**config.mk**
```make
export PLATFORM = sky130hd
export DESIGN_NAME = box_draw_arbiter
export DESIGN_NICKNAME = d
export VERILOG_FILES = /design/src/rtl/box_draw_arbiter.sv
export SDC_FILE = /design/constraint.sdc
export NUM_CORES = 1
export LEC_CHECK = 0
export ABC_AREA = 1
export CORE_MARGIN = 2
export CORE_UTILIZATION = 45
export CTS_CLUSTER_DIAMETER = 150
export DETAILED_ROUTE_END_ITERATION = 6
export GPL_ROUTABILITY_DRIVEN = 0
export PLACE_DENSITY = 0.8
export SYNTH_ARGS = -nofsm -noshare
export SYNTH_HDL_FRONTEND = slang
export SYNTH_SLANG_ARGS = --single-unit
export TNS_END_PERCENT = 1
```
**constraint.sdc**
```tcl
create_clock -name clock -period 2.7 [get_ports clock]
set_input_delay 0.405 -clock clock [delete_from_list [all_inputs] [get_ports clock]]
set_output_delay 0.405 -clock clock [all_outputs]
set_load 0.05 [all_outputs]
```
**src/rtl/box_draw_arbiter.sv**
```systemverilog
// Round-robin arbiter sharing one VGA plot port between two box-drawing requesters;
// the granted box is latched and rasterised row-major, one pixel per clock.
module box_draw_arbiter #(
  parameter int X_W      = 8,
  parameter int Y_W      = 7,
  parameter int SIZE_W   = 4,
  parameter int COLOUR_W = 3
) (
  input  logic                clock,
  input  logic                reset,
  input  logic                req0,
  input  logic [X_W-1:0]      x0,
  input  logic [Y_W-1:0]      y0,
  input  logic [SIZE_W-1:0]   size0,
  input  logic [COLOUR_W-1:0] colour0,
  input  logic                req1,
  input  logic [X_W-1:0]      x1,
  input  logic [Y_W-1:0]      y1,
  input  logic [SIZE_W-1:0]   size1,
  input  logic [COLOUR_W-1:0] colour1,
  output logic                grant0,
  output logic                grant1,
  output logic                done0,
  output logic                done1,
  output logic                busy,
  output logic [X_W-1:0]      vga_x,
  output logic [Y_W-1:0]      vga_y,
  output logic [COLOUR_W-1:0] vga_colour,
  output logic                plot
);

  typedef enum logic [1:0] {IDLE, DRAW, DONE} state_t;

  localparam logic [SIZE_W-1:0] SZ_ONE = SIZE_W'(1);

  state_t                state_q;
  logic                  last_q;
  logic [X_W-1:0]        bx_q;
  logic [Y_W-1:0]        by_q;
  logic [SIZE_W-1:0]     size_q, cx_q, cy_q;
  logic [COLOUR_W-1:0]   col_q;
  logic                  grant0_q, grant1_q, done0_q, done1_q, busy_q, plot_q;
  logic [X_W-1:0]        vga_x_q;
  logic [Y_W-1:0]        vga_y_q;
  logic [COLOUR_W-1:0]   vga_colour_q;

  logic [SIZE_W-1:0]     size_m1_d;
  logic                  pick0_d;

  // Coordinates wrap at the port width; there is no clipping to the screen.
  function automatic logic [X_W-1:0] pix_x(input logic [X_W-1:0] b, input logic [SIZE_W-1:0] c);
    return b + X_W'(c);
  endfunction

  function automatic logic [Y_W-1:0] pix_y(input logic [Y_W-1:0] b, input logic [SIZE_W-1:0] c);
    return b + Y_W'(c);
  endfunction

  assign size_m1_d = size_q - SZ_ONE;
  // On contention the requester not granted last wins (last_q=1 means 1 was last).
  assign pick0_d   = req0 && (!req1 || last_q);

  always_ff @(posedge clock or posedge reset) begin
    if (reset) begin
      state_q      <= IDLE;
      last_q       <= 1'b1;
      bx_q         <= '0;
      by_q         <= '0;
      size_q       <= '0;
      col_q        <= '0;
      cx_q         <= '0;
      cy_q         <= '0;
      grant0_q     <= 1'b0;
      grant1_q     <= 1'b0;
      done0_q      <= 1'b0;
      done1_q      <= 1'b0;
      busy_q       <= 1'b0;
      plot_q       <= 1'b0;
      vga_x_q      <= '0;
      vga_y_q      <= '0;
      vga_colour_q <= '0;
    end else begin
      case (state_q)
        IDLE: begin
          done0_q <= 1'b0;
          done1_q <= 1'b0;
          plot_q  <= 1'b0;
          // First IDLE edge after a box only retires done/busy; requests wait one more edge.
          if (busy_q) begin
            busy_q <= 1'b0;
          end else if (req0 || req1) begin
            busy_q   <= 1'b1;
            cx_q     <= '0;
            cy_q     <= '0;
            grant0_q <= pick0_d;
            grant1_q <= !pick0_d;
            last_q   <= !pick0_d;
            bx_q     <= pick0_d ? x0      : x1;
            by_q     <= pick0_d ? y0      : y1;
            size_q   <= pick0_d ? size0   : size1;
            col_q    <= pick0_d ? colour0 : colour1;
            state_q  <= ((pick0_d ? size0 : size1) == '0) ? DONE : DRAW;
          end
        end
        DRAW: begin
          plot_q       <= 1'b1;
          vga_x_q      <= pix_x(bx_q, cx_q);
          vga_y_q      <= pix_y(by_q, cy_q);
          vga_colour_q <= col_q;
          if (cx_q == size_m1_d) begin
            cx_q <= '0;
            cy_q <= cy_q + SZ_ONE;
            if (cy_q == size_m1_d) state_q <= DONE;
          end else begin
            cx_q <= cx_q + SZ_ONE;
          end
        end
        DONE: begin
          plot_q   <= 1'b0;
          grant0_q <= 1'b0;
          grant1_q <= 1'b0;
          done0_q  <= grant0_q;
          done1_q  <= grant1_q;
          state_q  <= IDLE;
        end
        default: state_q <= IDLE;
      endcase
    end
  end

  assign grant0     = grant0_q;
  assign grant1     = grant1_q;
  assign done0      = done0_q;
  assign done1      = done1_q;
  assign busy       = busy_q;
  assign vga_x      = vga_x_q;
  assign vga_y      = vga_y_q;
  assign vga_colour = vga_colour_q;
  assign plot       = plot_q;

endmodule
```
==> metrics.cfg <==
[run_status]
status=finished clean

[power_and_ir_drop]
switching_power_mw=2.27
p_seq_share_pct=31.3
ir_worst_vdd_mv=0.722
p_int_mw=2.54
p_per_area_nw_per_um2=1200
p_leak_nw=1.92
pwr-share-clk_pct=16.6
comb_power_share_pct=52.1
totalPowerFinal_mw=4.81
p_sw_share_pct=47.1

[yosys]
netlist_area_um2=3050
syn_inst=391
synth_xor_area_share_pct=2.59
yosysWarnings=0
syn_avg_cell_area_um2=7.79
ys_ff_latch=57
synthMuxAreaShare_pct=0
yosysUniqueCellTypes=25
synthesis.nets=452
ys_seq_area_share_pct=46.9
synth_simple_gate_area_share_pct=29.6
synth_compound_area_share_pct=8.55
synthAdderAreaFrac_pct=5.83
synth_top_family_by_area=simple AND/OR/NAND/NOR gates

[setup_path]
path_cells=clkdlybuf4s50_1
critPathSlowestCell=clkdlybuf4s50_1
slowest_delay_ns=0.82
critPathLaunchType=flop
endpoint_kind=output port
path_buf_inv=1
rr_worst_depth=10
cp_max_fo=2
reg2reg_slack_ns=0.81
worst_ep_arrival_time_ns=1.53
worstSetupPathType=reg -> out
worstSetupPathDepth=1
cp_top_family=buffers and inverters
required_ns=2.30

[timing]
finalSetupViolations=0
tns_ns=0
period_share_pct=71.7
skew_ns=0.0101
finalCriticalPeriod_ns=1.94
grt_setup_unrepaired=no
finalMaxSlewViolations=0
hold_viol_final=0
worst_pin_slew_ns=0.787
relSlewSlack_pct=47.5
fmax_mhz=517

[clocking]
cts_setup_buffers=0
clkLatencyLatePin_ns=0.34
clockBufferDepth=2
cts_resized=0
ctsHtreeMaxLevel=3
clkSlewWorstSetupHoldPaths_ns=0.07
tritoncts=done
hold_buffers=0
cts.sinks=57
cts_made_buffers=9
cts_root_buffer=clkbuf_8

[global_routing]
grt_max_degree=58
antenna_found_initial=0
grt_usage_pct=22.4
overflow=0
grt_pass1_vias=2950
grt_first_pass_wirelength_um=13000

[job]
maxCapViolations=0

[finish]
area_growth_pct=31.8
multi_input_area_um2=1420
regArea_um2=1430
nFillCells=585
num_antenna_cells=0
nNetsFinal=524
drive_gt1_share_pct=6.41

[die]
rows=29
die_area_um2=7440
ios=72
die_w_um=86.3
start_util_pct=47.2
dieHeight_um=86.3
core_um2=6460

[worst_hold_path]
hold_path_depth=2
hold_path_class=reg -> reg

[route]
via_per_inst=5.26
vias=2869
dr.first_iter.drc_count=219
drc=0
drt_pass1_iterations=4
wirelength_um=7600
ant_nets=0
wl_per_cell_um=13.9

[placed_design]
io_buffer_count=71
dp_hpwl_um=5320

stage by stage:
step,hold WS [ns],setup WS (ns),instance area [um^2],util (%),cells
floorplan,0.450,0.897,3050,-,391
global placement,0.460,0.690,3820,59.2,529
global route,0.508,0.653,4010,62.1,545
detailed placement,0.463,0.574,3820,59.2,529
finish,0.472,0.765,4010,62.1,545
CTS,0.478,0.760,4010,62.1,545
cell usage after synthesis:
master / instances / area [um^2]
a21oi_1: 9 / 45.0
a31oi_1: 2 / 12.5
and2_4: 1 / 8.76
buf_1: 1 / 3.75
buf_2: 10 / 50.1
clkbuf_1: 4 / 15.0
dfrtp_1: 56 / 1400
dfstp_2: 1 / 26.3
fa_1: 2 / 40.0
ha_1: 11 / 138
inv_1: 32 / 120
inv_2: 3 / 11.3
nand2_1: 125 / 469
nand2_2: 3 / 18.8
nand3_1: 53 / 265
nand4_1: 3 / 18.8
nor2_1: 25 / 93.8
nor2_4: 1 / 11.3
nor3_1: 3 / 15.0
o211ai_1: 4 / 30.0
o21ai_0: 29 / 145
o21ai_2: 1 / 8.76
o22ai_1: 3 / 18.8
xnor2_1: 4 / 35.0
xor2_1: 5 / 43.8
layer usage:
metal	share of wire (%)	routed length, um	vias up	track usage (%)
met5	0	0	-	0
met2	49	3710	93	38.2
met1	43	3270	1349	27.3
li1	-	-	1411	-
met4	2.4	183	0	10.5
met3	5.8	442	16	4.76
power by group through the flow:
stage               Sequential [mW]  Combinational, mW  Clock (mW)
global route                   1.55               2.79       0.844
global placement               1.50               2.43           0
floorplan                      1.99               1.28           0
detailed placement             1.52               2.49           0
finish                         1.50               2.51       0.799
CTS                            1.50               2.51       0.809
path summary, 6_finish.rpt:
kind	from	end
worst max-delay path	vga_x[0]	vga_x[0]
worst min-delay path	vga_y[0]	vga_y[0]
worst max register to register	cy_q[0]	vga_y[6]
worst min register to register	vga_y[0]	vga_y[0]
max in group asynchronous	reset	done1
min in group asynchronous	reset	vga_x[6]
cell usage in the layout, fill, tap and decap left out:
cell type / n
o21ai_2: 1
nor2_1: 24
clkinv_2: 2
buf_4: 5
and2_4: 1
ha_1: 11
inv_1: 31
nand4_1: 3
nor2_4: 1
o211ai_1: 4
dfrtp_1: 56
clkdlybuf4s50_1: 71
xnor2_1: 4
nand3_1: 53
nand2_2: 3
nand2_1: 125
xor2_1: 5
dfstp_2: 1
o21ai_0: 29
fa_1: 2
o22ai_1: 3
a31oi_1: 2
inv_2: 4
clkbuf_1: 3
clkbuf_8: 10
nor2_2: 1
nor3_1: 3
a21oi_1: 9
bufinv_16: 1
cell type report:
type | count | share of cell area, %
multi-input cells | 284 | 35.4
well taps | 77 | 2.40
clock inverters | 3 | 0.998
clock buffers | 13 | 3.71
inverters | 35 | 3.27
repair buffers | 76 | 18.6
flip-flops and latches | 57 | 35.6
cells by family (layout without fill, tap and decap cells):
kind of cell	count (synthesis)	count (layout)
simple gates	214	214
buf+inv	50	127
fa+ha+maj	13	13
flops	57	57
xor+xnor	9	9
compound gates	48	48
registers in the layout (all words and copies together), names as in the netlist, 2 cells and up:
name / cells
cy_q: 4
bx_q: 8
size_q: 4
state_q: 2
vga_x: 8
vga_y: 7
vga_colour: 3
cx_q: 4
col_q: 3
by_q: 7
(Power assumes the default switching activity.)
